<file path="config.mk">
export PLATFORM = sky130hd
export DESIGN_NAME = code_lock_ctrl
export DESIGN_NICKNAME = d
export VERILOG_FILES = /design/src/rtl/code_lock_ctrl.sv
export SDC_FILE = /design/constraint.sdc
export NUM_CORES = 1
export LEC_CHECK = 0
export CAP_MARGIN = 20
export CELL_PAD_IN_SITES_DETAIL_PLACEMENT = 2
export CELL_PAD_IN_SITES_GLOBAL_PLACEMENT = 2
export CORE_ASPECT_RATIO = 0.75
export CORE_MARGIN = 3
export CORE_UTILIZATION = 25
export CTS_BUF_LIST = sky130_fd_sc_hd__clkbuf_8
export CTS_CLUSTER_SIZE = 12
export DETAILED_ROUTE_END_ITERATION = 10
export PLACE_DENSITY_LB_ADDON = 0.08
export SYNTH_ARGS = -nofsm -noshare
export SYNTH_HDL_FRONTEND = slang
export SYNTH_SLANG_ARGS = --single-unit
</file>
<file path="constraint.sdc">
create_clock -name clk -period 3.74 [get_ports clk]
set_input_delay 0.561 -clock clk [delete_from_list [all_inputs] [get_ports clk]]
set_output_delay 0.561 -clock clk [all_outputs]
set_load 0.005 [all_outputs]
</file>
<file path="src/rtl/code_lock_ctrl.sv">
// Keypad code lock: key edge detection, 4-digit entry, compare against CODE,
// failed-attempt counting and a tick-timed lockout.
module code_lock_ctrl #(
  parameter logic [15:0] CODE       = 16'h1234,
  parameter int          MAX_TRIES  = 5,
  parameter int          TICK_DIV   = 999_999,
  parameter int          LOCK_TICKS = 500
) (
  input  logic        clk,
  input  logic        rstn,
  input  logic [15:0] key_deb,
  output logic [15:0] disp_code,
  output logic [2:0]  digit_cnt,
  output logic [7:0]  tries,
  output logic        unlocked,
  output logic        locked_out
);

  localparam int PW = (TICK_DIV > 0) ? $clog2(TICK_DIV + 1) : 1;
  localparam int TW = (LOCK_TICKS > 1) ? $clog2(LOCK_TICKS + 1) : 1;

  typedef enum logic [1:0] {ENTRY, OPEN, LOCK} state_t;

  state_t        state_reg;
  logic [15:0]   key_prev_reg;
  logic [PW-1:0] presc_reg;
  logic [TW-1:0] lock_timer_reg;

  logic          tick;
  logic [15:0]   press;
  logic [15:0]   first_hot;
  logic [16:0]   seen;
  logic [3:0]    ev_key;
  logic          ev_valid;
  logic          is_digit;
  logic          is_clear;
  logic          is_enter;
  logic [7:0]    tries_inc;

  assign press   = key_deb & ~key_prev_reg;
  assign seen[0] = 1'b0;

  // Lowest-index rising key wins; simultaneous higher keys are dropped.
  genvar gi;
  generate
    for (gi = 0; gi < 16; gi++) begin : g_prio
      assign first_hot[gi] = press[gi] & ~seen[gi];
      assign seen[gi+1]    = seen[gi] | press[gi];
    end
  endgenerate

  always_comb begin
    ev_key = 4'd0;
    for (int i = 0; i < 16; i++) begin
      if (first_hot[i]) ev_key = ev_key | 4'(i);
    end
  end

  assign ev_valid  = seen[16];
  assign is_digit  = ev_valid && (ev_key <= 4'd13);
  assign is_clear  = ev_valid && (ev_key == 4'd14);
  assign is_enter  = ev_valid && (ev_key == 4'd15);
  assign tries_inc = tries + 8'd1;
  assign tick      = (presc_reg == PW'(TICK_DIV));

  always_ff @(posedge clk or negedge rstn) begin
    if (!rstn) begin
      presc_reg <= '0;
    end else if (tick) begin
      presc_reg <= '0;
    end else begin
      presc_reg <= presc_reg + PW'(1);
    end
  end

  always_ff @(posedge clk or negedge rstn) begin
    if (!rstn) begin
      state_reg      <= ENTRY;
      key_prev_reg   <= 16'hFFFF;
      lock_timer_reg <= '0;
      disp_code      <= 16'h0000;
      digit_cnt      <= 3'd0;
      tries          <= 8'd0;
      unlocked       <= 1'b0;
      locked_out     <= 1'b0;
    end else begin
      key_prev_reg <= key_deb;
      case (state_reg)
        ENTRY: begin
          if (is_digit && digit_cnt < 3'd4) begin
            disp_code <= {disp_code[11:0], ev_key};
            digit_cnt <= digit_cnt + 3'd1;
          end else if (is_clear) begin
            disp_code <= 16'h0000;
            digit_cnt <= 3'd0;
          end else if (is_enter && digit_cnt == 3'd4) begin
            disp_code <= 16'h0000;
            digit_cnt <= 3'd0;
            if (disp_code == CODE) begin
              state_reg <= OPEN;
              tries     <= 8'd0;
              unlocked  <= 1'b1;
            end else begin
              tries <= tries_inc;
              if (tries_inc == 8'(MAX_TRIES)) begin
                state_reg      <= LOCK;
                lock_timer_reg <= TW'(LOCK_TICKS);
                locked_out     <= 1'b1;
              end
            end
          end
        end
        OPEN: begin
          if (is_clear) begin
            state_reg <= ENTRY;
            unlocked  <= 1'b0;
          end
        end
        LOCK: begin
          // Key events are swallowed here; only the prescaler tick matters.
          if (tick) begin
            if (lock_timer_reg == TW'(1)) begin
              state_reg      <= ENTRY;
              tries          <= 8'd0;
              lock_timer_reg <= '0;
              locked_out     <= 1'b0;
            end else begin
              lock_timer_reg <= lock_timer_reg - TW'(1);
            end
          end
        end
        default: begin
          state_reg  <= ENTRY;
          unlocked   <= 1'b0;
          locked_out <= 1'b0;
        end
      endcase
    end
  end

endmodule

</file>
Word level (Yosys, flattened, before mapping)
Index checks and enable logic that the tools add are counted.

$add $sub $neg: 4. Magnitude comparators: 2. Equality and inequality tests: 19. Muxes and demuxes: 60. Bitwise gates (word level): 49. Reductions and logical operators: 14.

Operators with widths (count): $mux 9 (7); $mux 16 (3); $mux 8 (6); $mux 4 (8); $mux 3 (7); $add 20x1->20 const B (1); $eq 20x20->1 const B (1); $mux 2 (10); $mux 20 (1); $ne 2x2->1 const B (9); $pmux 9 s2 (1); $not 1->1 (17); $and 16x16->16 (1); $eq 16x13->1 const B (1); $not 16->16 (1); $pmux 8 s2 (1); $and 1x1->1 (15); $or 1x1->1 (15); $reduce_and 7->1 (2); $mux 1 (13); $reduce_and 6->1 (2); $eq 9x1->1 const B (1); $sub 9x1->9 const B (1); $add 8x1->8 const B (1); 17 further kinds (23).

Flip-flop bits (word level): 76. Output and inout bits: 29. Logic and storage cells: 157.

Logic depth before layout (Yosys ltp)
Gate-level depths: netlist of the first run.

Depth after elaboration: 26. Mapped depth: 8. Depth with buffers taken out: 7.

Least setup slack after synthesis of the first run
Ideal clock, no wire load.

Path kind: in2reg. Start: input port key_deb[0]. End: register lock_timer_reg[1]. Setup time: 120 ps. Data arrival time: 2590 ps. Data required time: 3620 ps. Path slack: 1030 ps. Stages: 7. Buffers on the path: 1. Cell sequence: nor2b_1 or4_4 nor4_4 nand4_1 or4_1 buf_2 a31o_1.

Cells in the longest elaborated chain, start to end: 23.

Ends and longest elaborated chain: start, declared (RTL line 11) `input logic [15:0] key_deb,`; $and 16x16->16 * (RTL line 40) `assign press = key_deb & ~key_prev_reg;`; $not 1->1 / $or 1x1->1 (equally long branches) (RTL line 47, 48); $and 1x1->1 (tied with other cells) (RTL line 47) `assign first_hot[gi] = press[gi] & ~seen[gi];`; $mux 1 (tied with other cells) (RTL line 55) `if (first_hot[i]) ev_key = ev_key | 4'(i);`; $mux 2 (tied with other cells) (2 in a row) (RTL line 55); $mux 3 (tied with other cells) (4 in a row) (RTL line 55); $mux 4 (tied with other cells) (6 in a row) (RTL line 55); $mux 4 / $and 1x1->1 (equally long branches) (RTL line 55, 47); $mux 4 (RTL line 55); $le 4x4->1 / $eq 4x4->1 (equally long branches) (RTL line 60, 62); $logic_and 1x1->1 (on tied branches) (RTL line 60, 62); $logic_and 1x1->1 (on tied branches) (RTL line 90, 96); $ne 2x2->1 (no line); $reduce_and 7->1 (no line) *; end signal, assigned (RTL line 107) `lock_timer_reg <= TW'(LOCK_TICKS);`; end signal, assigned (RTL line 128) `lock_timer_reg <= lock_timer_reg - TW'(1);`; end, declared (RTL line 27) `logic [TW-1:0] lock_timer_reg;`.

Every way passes the cells marked *; elsewhere a longest branch is shown, timed or not. A chain may end at the register's enable or synchronous reset.

Worst setup path after layout of the first run
Start: input port key_deb[1]. End: register lock_timer_reg[0].

Cells in the longest elaborated chain, start to end: 23.

Ends and longest elaborated chain: $and 16x16->16 * (RTL line 40); $or 1x1->1 (RTL line 48) `assign seen[gi+1] = seen[gi] | press[gi];`; $or 1x1->1 / $not 1->1 (equally long branches) (RTL line 48, 47); $not 1->1 (tied with other cells) (RTL line 47); $and 1x1->1 (tied with other cells) (RTL line 47); $mux 2 (tied with other cells) (RTL line 55); $mux 3 (tied with other cells) (4 in a row) (RTL line 55); $mux 4 (tied with other cells) (6 in a row) (RTL line 55); $mux 4 / $and 1x1->1 (equally long branches) (RTL line 55, 47); $mux 4 (RTL line 55); $le 4x4->1 / $eq 4x4->1 (equally long branches) (RTL line 60, 62); $logic_and 1x1->1 (on tied branches) (RTL line 60, 62); $logic_and 1x1->1 (on tied branches) (RTL line 90, 96); $ne 2x2->1 (no line); $reduce_and 7->1 (no line) *.

Marks and branches as above.

==> impl_metrics.toml, run 1 <==
[outcome]
status = "finished, final reports clean"

[drt]
wl_per_cell_um = 19.0
drt_iter0_drc = 203
drt-total-wl_mm = 12.8
dr.pass1.iters = 4
drc_errors = 0
ant_nets = 0
routed_via_density = 5.11
num_vias = 3448

[yosys]
yosysMostFrequentCell = "dfrtp_1"
synth_top_area_cell = "dfrtp_1"
syn-instance-count = 417
synth_ff_type = "dfrtp_1"
synthTopCellsByArea = "dfrtp_1, dfstp_2, o21ai_0"
synth.avg_cell_area_um2 = 9.71
yosysWarnings = 0
synth_top_area_share = 0.371
ys_ff_latch = 76
syn-num-nets = 442
synth_edf_count = 0
synth_cell_type_count = 63
asyncSetResetFlopFracSynth = 1.00
seq_area_frac_synth = 0.475
synthTopCellsByCount = "dfrtp_1, inv_1, nor2_1, nand2_1, o21ai_0"
syn_area_mm2 = 0.00405

[final_layout]
antenna_cells = 0
final_nets = 491
final_cell_area_mm2 = 0.00493
drive_gt1_frac = 0.138
largest_reg_flops = 20
area_growth_pct = 21.9

[timing]
period_needed_ns = 3.18
layout_setup_ws_ns = 0.556
setup_viol = 0
fmax_mhz = 314
hold_violations = 0
worst_pin_slew_ns = 1.06
rsz0062_at_grt = "false"
setup_tns_ns = 0
maxSlewViolCount = 0
clock_skew_ns = 0.0192
min_period_over_period = 0.851
slew_headroom = 0.293

[setup_path]
critPathLaunchType = "input pin"
path_class = "input pin to register"
arrival_ns = 3.44
cpMaxStageDelayCell = "or4_1"
cp_top_family = "simple AND/OR/NAND/NOR gates"
path_buf_inv = 1
cp_cell_sequence = "clkdlybuf4s50_1, nor2b_4, or4_4, a2111oi_4, a311oi_2, or4_1, a31o_1"
slowest_delay_ns = 0.82
crit_path_max_fanout = 15
endpoint_kind = "register"
worstPathRequired_ns = 3.99

[floorplan]
die_area_mm2 = 0.0178
num_rows = 39
die_h_um = 116
die_w_um = 153
io_pins = 47
core_mm2 = 0.0155
initial_utilization = 0.261

[grt]
overflow = 0
track_usage = 0.150
grt_pass1_wl_mm = 21.4
antenna_found_initial = 0
grt_pass1_vias = 3774
grt_max_degree = 62

[placement]
post-place-ws_ns = 0.178
port_buffers = 46
place.gp.congestion = 0.719
dpl.hpwl_mm = 8.97
placed_area_mm2 = 0.00476

[cts]
clock-root-buffer = "clkbuf_8"
clock_path_buffers = 2
cts_made_buffers = 9
ctsHoldBuffers = 0
clk_latency_ns = 0.37
cts_tree = "yes"
post_cts_buffers = 0
htree_levels = 3
cts_resized = 0
clock_sinks = 76
clk_pin_slew_ns = 0.08

[pwr]
ir_drop_mv = 0.179
leakagePower_nw = 1.94
power.density_mw_per_mm2 = 447

[hold_path]
holdCritPathClass = "input pin to asynchronous set/reset pin"

[job]
maxCapViolCount = 0
==> cells by family (layout without fill, tap and decap cells) <==
kind of cell	Yosys count	in the layout	share of synthesized area
multiplexers	3	3	0.00773
AND/OR/NAND/NOR	165	165	0.240
flip-flops	76	76	0.475
buffers and inverters	47	100	0.0476
XOR/XNOR	16	16	0.0346
AO/OA/AOI/OAI	103	103	0.174
adder cells (fa/ha/maj)	7	7	0.0216
==> metal layers <==
layer,GRT usage,vias up,share of wire
li1,-,1609,-
met1,0.213,1780,0.52
met2,0.231,51,0.43
met3,0.0389,8,0.038
met4,0.0374,0,0.010
met5,0,-,0
==> power by group <==
part           internal, mW  switching [mW]  leakage, nW
combinational         0.286           0.273        0.920
sequential            0.921           0.130        0.931
clock                 0.271           0.323       0.0872
==> stage by stage <==
step           power [mW]  utilization  cells  hold slack (ns)
3_3_place_gp         1.62        0.307    660            0.458
5_1_grt              2.36        0.318    675            0.356
3_5_place_dp         1.63        0.307    660            0.465
4_1_cts              2.25        0.318    675            0.327
2_1_floorplan        1.28            -    417            0.265
6_report             2.20        0.318    675            0.282
==> cells in the final DEF (no fill, tap or decap), types with 11 or more instances in the layout <==
cell type	Yosys	routed
a22oi_1	14	14
clkbuf_8	0	11
clkdlybuf4s50_1	0	45
dfrtp_1	60	60
dfstp_2	16	16
inv_1	31	31
nand2_1	25	25
nand2b_1	11	11
nand3_1	21	21
nand4_1	12	12
nor2_1	31	31
o21ai_0	25	25
o21ai_1	13	13
==> cell type report <==
cell class	instances	area, um2
repair buffers	54	518
well taps	205	256
multi-input cells	294	1940
fillers	1737	10600
clock inverters	4	25.0
flip-flops and latches	76	1920
clock buffers	11	151
inverters	31	116
==> path summary, 6_finish.rpt <==
check,endpoint,slack [ns],start,cells past startpoint
max in group asynchronous,key_prev_reg[3]$_DFF_PN1_,2.74,rstn,2
worst min register to register,presc_reg[4]$_DFF_PN0_,0.48,presc_reg[4]$_DFF_PN0_,1
worst max-delay path,lock_timer_reg[0]$_DFFE_PN0P_,0.56,key_deb[1],7
worst min-delay path,lock_timer_reg[6]$_DFFE_PN0P_,0.28,rstn,1
worst max register to register,lock_timer_reg[0]$_DFFE_PN0P_,0.73,key_prev_reg[2]$_DFF_PN1_,6
min in group clk,presc_reg[4]$_DFF_PN0_,0.48,presc_reg[4]$_DFF_PN0_,1
No activity file was read; power rests on OpenSTA's default activity.
==> inputs of run 2 (changes only) <==
Settings changed: SLEW_MARGIN set to 5.
Clock period 3.74 ns to 2.8 ns, I/O delays scaled along.
==> run 2 against run 1 <==
  * Clock power rose by 78%
  * Non-clock buffer count rose by 47
  * Die area did not move
  * Via count rose by 4.2%
  * Core utilization rose by 2.9 points
  * Largest cell class unchanged
  * Largest power group unchanged
  * Highest routed layer unchanged
==> impl_metrics.toml, run 2 (same netlist as run 1, synthesis figures left out) <==
[drt]
drt-total-wl_mm = 13.2
ant_nets = 0
drt_iter0_drc = 166
num_vias = 3592
routed_via_density = 4.97
wl_per_cell_um = 18.2
dr.pass1.iters = 4
drc_errors = 0

[pwr]
p_sw_frac = 0.308
p_seq_frac = 0.421
p_comb_frac = 0.257
leakagePower_nw = 2.21
intPower_mw = 2.28
power.density_mw_per_mm2 = 611
p_switching_mw = 1.01
ir_drop_mv = 0.234
clkPwrFrac = 0.322

[setup_path]
arrival_ns = 3.00
cp_top_family = "simple AND/OR/NAND/NOR gates"
reg2reg_to = "tries[6]$_DFFE_PN0P_"
reg2regPathDepth = 7
cp_cell_sequence = "clkdlybuf4s50_1, nor2b_4, or4_4, a2111oi_4, a221oi_1, or4b_1, buf_4, o31ai_1"
r2r-start = "key_prev_reg[2]$_DFF_PN1_"
critPathLaunchType = "input pin"
endpoint_kind = "register"
r2r_slack_ns = 0.10
path_buf_inv = 2
cp_num_cells = 8
crit_path_max_fanout = 8
cpMaxStageDelayCell = "or4_4"
slowest_delay_ns = 0.59
worstPathRequired_ns = 3.08
path_class = "input pin to register"

[grt]
overflow = 0
grt_pass1_wl_mm = 22.2
track_usage = 0.158
grt_pass1_vias = 4064
grt_max_degree = 37
antenna_found_initial = 0

[floorplan]
io_pins = 47
die_h_um = 116
num_rows = 39
die_area_mm2 = 0.0178
die_w_um = 153
initial_utilization = 0.261
core_mm2 = 0.0155

[cts]
cts_made_buffers = 9
clk_pin_slew_ns = 0.09
htree_levels = 3
clock_sinks = 76
cts_tree = "yes"
clock-root-buffer = "clkbuf_8"
clk_latency_ns = 0.38
clock_path_buffers = 2

[timing]
layout_setup_ws_ns = 0.0850
maxSlewViolCount = 0
worst_pin_slew_ns = 0.719
setup_viol = 0
fmax_mhz = 368
period_needed_ns = 2.71
clock_skew_ns = 0.0115
worst_hold_slack_ns = 0.0133
min_period_over_period = 0.970
slew_headroom = 0.516
hold_violations = 0

[outcome]
status = "finished, final reports clean"

[final_layout]
final_cell_mix = "dfrtp_1, buf_4, clkdlybuf4s50_1, inv_1, nor2_1"
area_growth_pct = 32.9
final_nets = 538
multiInputGateArea_mm2 = 0.00195
register_area_mm2 = 0.00192
drive_gt1_frac = 0.222
antenna_cells = 0
largest_reg_flops = 20
final_common_cell = "dfrtp_1"
n_fill_cell = 1719

[placement]
dpl.hpwl_mm = 9.72
place.gp.congestion = 0.727
port_buffers = 46
post-place-ws_ns = -0.419

[hold_path]
holdCritPathClass = "input pin to asynchronous set/reset pin"

[job]
maxCapViolCount = 0
==> run 2: cell count changes in the layout (fill, tap and decap cells not counted), sizes merged <==
cell    delta
buf       +47
bufinv     +3
clkinv     -1
clkbuf     -2
inv        +1
==> run 2: worst max path at each step <==
stage	start	end
floorplan	key_prev_reg[1]$_DFF_PN1_	lock_timer_reg[1]$_DFFE_PN0P_
global placement	key_deb[0]	lock_timer_reg[0]$_DFFE_PN0P_
detailed placement	key_deb[1]	lock_timer_reg[1]$_DFFE_PN0P_
CTS	key_prev_reg[2]$_DFF_PN1_	tries[6]$_DFFE_PN0P_
global route	key_deb[1]	tries[3]$_DFFE_PN0P_
finish	key_deb[1]	tries[6]$_DFFE_PN0P_
==> run 2: layout make-up <==
cell class                      count  area share
Tap cell                          205      0.0477
Clock buffer                        9      0.0230
Multi-Input combinational cell    294       0.363
Inverter                           31      0.0216
Timing Repair Buffer              101       0.164
Clock inverter                      7      0.0228
Sequential cell                    76       0.357
==> run 2: metal layers <==
layer / share of wire / vias to the layer above / track usage
met4: 0.0087 / 0 / 0.0356
met3: 0.032 / 9 / 0.0467
li1: - / 1710 / -
met2: 0.45 / 46 / 0.252
met5: 0 / - / 0
met1: 0.51 / 1827 / 0.216
==> run 2: what timing repair did <==
action,in CTS,in global routing
setup buffers,0,0
pin swaps,0,1
resized for setup,1,1
endpoints found under the setup margin,4,8
gates cloned,0,0
hold buffers,0,0
==> run 2: through the flow <==
step           power (mW)   util  setup TNS (ns)  instance area, um2  std cells
4_1_cts              3.37  0.346               0                5370        723
6_report             3.29  0.347               0                5380        723
5_1_grt              3.51  0.347        -0.00572                5380        723
3_3_place_gp         2.24  0.330           -8.37                5120        707
3_5_place_dp         2.27  0.330          -11.95                5120        707
2_1_floorplan        1.71      -               0                4050        417
==> run 2: power by group through the flow <==
stage | Combinational (mW) | Sequential, mW | Clock, mW
2_1_floorplan | 0.343 | 1.37 | 0
6_report | 0.846 | 1.38 | 1.06
4_1_cts | 0.868 | 1.39 | 1.11
3_5_place_dp | 0.864 | 1.40 | 0
3_3_place_gp | 0.840 | 1.40 | 0
5_1_grt | 0.950 | 1.41 | 1.15
